### config.mk
export PLATFORM = sky130hd
export DESIGN_NAME = uart_tx
export DESIGN_NICKNAME = d
export VERILOG_FILES = /design/src/rtl/uart_tx.sv
export SDC_FILE = /design/constraint.sdc
export NUM_CORES = 1
export LEC_CHECK = 0
export CAP_MARGIN = 15
export CELL_PAD_IN_SITES_DETAIL_PLACEMENT = 1
export CELL_PAD_IN_SITES_GLOBAL_PLACEMENT = 1
export CORE_UTILIZATION = 43
export CTS_CLUSTER_DIAMETER = 150
export DETAILED_ROUTE_END_ITERATION = 10
export HOLD_SLACK_MARGIN = 0.06
export PLACE_DENSITY = 0.88
export SLEW_MARGIN = 20
export SYNTH_ARGS = -nofsm -noshare
export SYNTH_HDL_FRONTEND = slang
export SYNTH_SLANG_ARGS = --single-unit
### constraint.sdc
create_clock -name clk50m -period 2.2 [get_ports clk50m]
set_input_delay 0.44 -clock clk50m [delete_from_list [all_inputs] [get_ports clk50m]]
set_output_delay 0.44 -clock clk50m [all_outputs]
set_load 0.005 [all_outputs]
### src/rtl/uart_tx.sv
// uart_tx: serialises a WIDTH-bit word as start, LSB-first data, optional parity and 1-2 stop bits.
// The line is driven from a register that is loaded on the same edge as each state change.
module uart_tx #(
    parameter int WIDTH    = 8,
    parameter int FCLK     = 50000000,
    parameter int FBAUD    = 115200,
    parameter int PARITY   = 0,
    parameter int STOPBITS = 1
) (
    input  logic             clk50m,
    input  logic             rst_n,
    input  logic [WIDTH-1:0] tx_data,
    input  logic             tx_start,
    output logic             tx,
    output logic             tx_busy,
    output logic             tx_idle,
    output logic             tx_done
);
    localparam int BITPER = FCLK / FBAUD;
    localparam int CW     = $clog2(BITPER);
    localparam int BW     = $clog2(WIDTH);
    localparam logic [CW-1:0] RELOAD = CW'(BITPER - 1);

    typedef enum logic [2:0] {IDLE, START, DATA, PAR, STOP} state_t;

    state_t           state_q, state_d;
    logic [CW-1:0]    cnt_q, cnt_d;
    logic [BW-1:0]    bit_q, bit_d;
    logic [WIDTH-1:0] sh_q, sh_d;
    logic             par_q, par_d;
    logic             stp_q, stp_d;
    logic             tx_q, tx_d;
    logic             done_q, done_d;
    logic             tick;

    assign tick = (cnt_q == '0);

    always_comb begin
        state_d = state_q;
        cnt_d   = (state_q == IDLE || tick) ? cnt_q : cnt_q - 1'b1;
        bit_d   = bit_q;
        sh_d    = sh_q;
        par_d   = par_q;
        stp_d   = stp_q;
        done_d  = 1'b0;
        case (state_q)
            IDLE: if (tx_start) begin
                sh_d    = tx_data;
                par_d   = (^tx_data) ^ (PARITY == 2);
                cnt_d   = RELOAD;
                state_d = START;
            end
            START: if (tick) begin
                cnt_d   = RELOAD;
                bit_d   = '0;
                state_d = DATA;
            end
            DATA: if (tick) begin
                cnt_d = RELOAD;
                sh_d  = sh_q >> 1;
                bit_d = bit_q + 1'b1;
                if (bit_q == BW'(WIDTH - 1)) begin
                    state_d = (PARITY != 0) ? PAR : STOP;
                    stp_d   = 1'b0;
                end
            end
            PAR: if (tick) begin
                cnt_d   = RELOAD;
                stp_d   = 1'b0;
                state_d = STOP;
            end
            STOP: if (tick) begin
                if (STOPBITS == 2 && !stp_q) begin
                    cnt_d = RELOAD;
                    stp_d = 1'b1;
                end else begin
                    state_d = IDLE;
                    done_d  = 1'b1;
                end
            end
            default: state_d = IDLE;
        endcase
        // Line level follows the state being entered so it changes on the transition edge.
        tx_d = (state_d == START) ? 1'b0 :
               (state_d == DATA)  ? sh_d[0] :
               (state_d == PAR)   ? par_d : 1'b1;
    end

    always_ff @(posedge clk50m or negedge rst_n) begin
        if (!rst_n) begin
            state_q <= IDLE;
            cnt_q   <= '0;
            bit_q   <= '0;
            sh_q    <= '0;
            par_q   <= 1'b0;
            stp_q   <= 1'b0;
            tx_q    <= 1'b1;
            done_q  <= 1'b0;
        end else begin
            state_q <= state_d;
            cnt_q   <= cnt_d;
            bit_q   <= bit_d;
            sh_q    <= sh_d;
            par_q   <= par_d;
            stp_q   <= stp_d;
            tx_q    <= tx_d;
            done_q  <= done_d;
        end
    end

    assign tx      = tx_q;
    assign tx_busy = (state_q != IDLE);
    assign tx_idle = (state_q == IDLE);
    assign tx_done = done_q;
endmodule
==> out/metrics.cfg <==
[routing]
wl_per_cell_um = 16.3
drc = 0
via_per_inst = 5.51
met3_length_um = 79
wl_met1_mm = 1.50
drt_iter0_markers = 34
wl_mm = 3.28
top_layer = met4
dr_wl_met2_mm = 1.65
dr.pass1.iters = 6
drtAntennaViolNets = 0
vias = 1107

[layout]
layout_common_cells = dfrtp_1 (24), nand2_1 (13), clkdlybuf4s50_1 (13)
fin_nets = 173
syn_to_final_growth_pct = 19.2
drive_above_1_share_pct = 15.9
antennaDiodeCount = 0
nFillCells = 341
post-route-util_pct = 54.4
mostFrequentLayoutCell = dfrtp_1

[clocking]
cts.path.max_buffers = 2
clock_latency_ns = 0.33
path_clk_slew_ns = 0.15
cts_tree = built
htree_levels = 1
cts_sinks = 26
tritoncts.num_buffers = 3
root_buffer = clkbuf_4

[run_status]
status = finished clean

[timing]
rsz0062_at_grt = no
hold_viol = 0
tightest_slew_ns = 0.438
min_period_ns = 2.08
max_freq_mhz = 481
min_period_over_period_pct = 94.5
setup_violations = 0
relSlewSlack_pct = 70.7
fin_skew_ns = 0.00163
setup_tns_ns = 0
maxSlewViolCount = 0

[logic_synthesis]
async_flop_share_pct = 100
synth_edf_count = 0
ys_seq_area_share_pct = 46.4
ys.flop_type = dfrtp_1
syn_inst = 136
synth-seq-cells = 26
synth_cell_type_count = 44
syn_area_per_cell_um2 = 10.3
syn-cell-area_um2 = 1410
yosysWarnings = 0
syn_nets = 151

[floorplanning]
dieArea_um2 = 3500
die_w_um = 59.2
io_pins = 15
num_rows = 20
core_um2 = 3080
chipHeight_um = 59.2
initial_core_util_pct = 45.7

[place]
hpwl_mm = 2.49
gp_congestion = 0.811
io_buffer_count = 14

[worst_setup_path]
r2r-end = cnt_q[8]$_DFF_PN0_
r2r_start = cnt_q[0]$_DFF_PN0_
worstPathRequired_ns = 1.76
cp-end-kind = output port
ff2ff_setup_slack_ns = 0.12
start_kind = register
cp_max_fo = 3
worstPathArrival_ns = 1.64
ff2ff_path_depth = 7
crit_type = reg2out

[power]
power_mw = 1.37
pwr_density_cell_nw_per_um2 = 821
vdd.ir_drop.worst_uv = 581
p_leak_nw = 0.717

[min_path]
min_path_type = in2async

[run]
cap_violations = 0

[global_route]
grt_pass1_vias = 1203
grtUsageTotal_pct = 22.5
grt_max_degree = 27
grt-ovfl-total = 0
antenna_found_initial = 0
grt_pass1_wl_mm = 5.80

[what timing repair did]
item,CTS,global route
hold buffers,0,0
gates resized for setup,3,0
setup buffers,2,0
endpoints found under the setup margin,1,0
[cells in the mapped netlist (2+ instances only)]
master   instances  share of area (%)
a21o_1           6                3.2
ha_1             4                3.6
a22oi_1          2                1.1
or2_1            2               0.89
xor2_1           3                1.9
dfrtp_1         25                 45
a22o_1           8                5.0
nor2_1          12                3.2
o21ai_0          3                1.1
nor3_1           5                1.8
a21oi_1          3                1.1
nand3_1          3                1.1
xnor2_1         10                6.2
inv_1            4                1.1
o21ai_1          3                1.1
buf_2            3                1.1
nand2_1         13                3.5
[flip-flops by register name, summed over array words and instances (netlist names)]
register / count
state_q: 3
tx_done: 1
tx: 1
sh_q: 8
par_q: 1
bit_q: 3
cnt_q: 9
[cell families after synthesis]
kind of cell    Yosys count  share of synthesized area, %
buf+inv                   9                          2.67
simple gates             48                          19.0
fa+ha+maj                 4                          3.56
compound gates           33                          18.0
flops                    26                          46.4
xor+xnor                 13                          8.10
mux                       3                          2.32
[how the worst max path moves through the flow]
stage,from,end,slack (ns),cells past startpoint
floorplan,cnt_q[0]$_DFF_PN0_,tx$_DFF_PN1_,0.39,7
global placement,cnt_q[0]$_DFF_PN0_,tx$_DFF_PN1_,0.29,7
detailed placement,cnt_q[0]$_DFF_PN0_,sh_q[7]$_DFFE_PN0P_,0.18,7
CTS,state_q[1]$_DFF_PN0_,tx_busy,0.12,2
global route,cnt_q[0]$_DFF_PN0_,cnt_q[6]$_DFF_PN0_,0.001,7
finish,state_q[1]$_DFF_PN0_,tx_busy,0.12,2
[through the flow]
step	area, um2	setup slack [ns]	instances	hold slack (ns)
after floorplan	1410	0.385	136	0.144
after global placement	1620	0.293	195	0.462
after detailed placement	1620	0.178	195	0.471
after CTS	1680	0.117	201	0.465
after global routing	1680	0.00120	201	0.477
final	1680	0.121	201	0.454
[power breakdown]
group	internal (mW)	switching, mW
registers	0.602	0.123
logic	0.199	0.198
clock network	0.101	0.152
total	0.902	0.473
[critical path, stage by stage (launching register included)]
cell and delay, ns:
dfrtp_2 0.44, or3_4 0.41, clkdlybuf4s50_1 0.46
[layer usage]
layer | track usage [%] | up-vias
met3 | 2.84 | 5
li1 | - | 529
met4 | 6.80 | 0
met1 | 29.6 | 547
met5 | 0 | -
met2 | 38.5 | 26
[area by class of cell]
type	instances	area, um2	share of cell area, %
flip-flops and latches	26	653	39.0
well taps	44	55.1	3.29
repair buffers	21	191	11.4
inverters	5	18.8	1.12
clock buffers	4	36.3	2.17
multi-input cells	101	721	43.0
(Power assumes the default switching activity.)
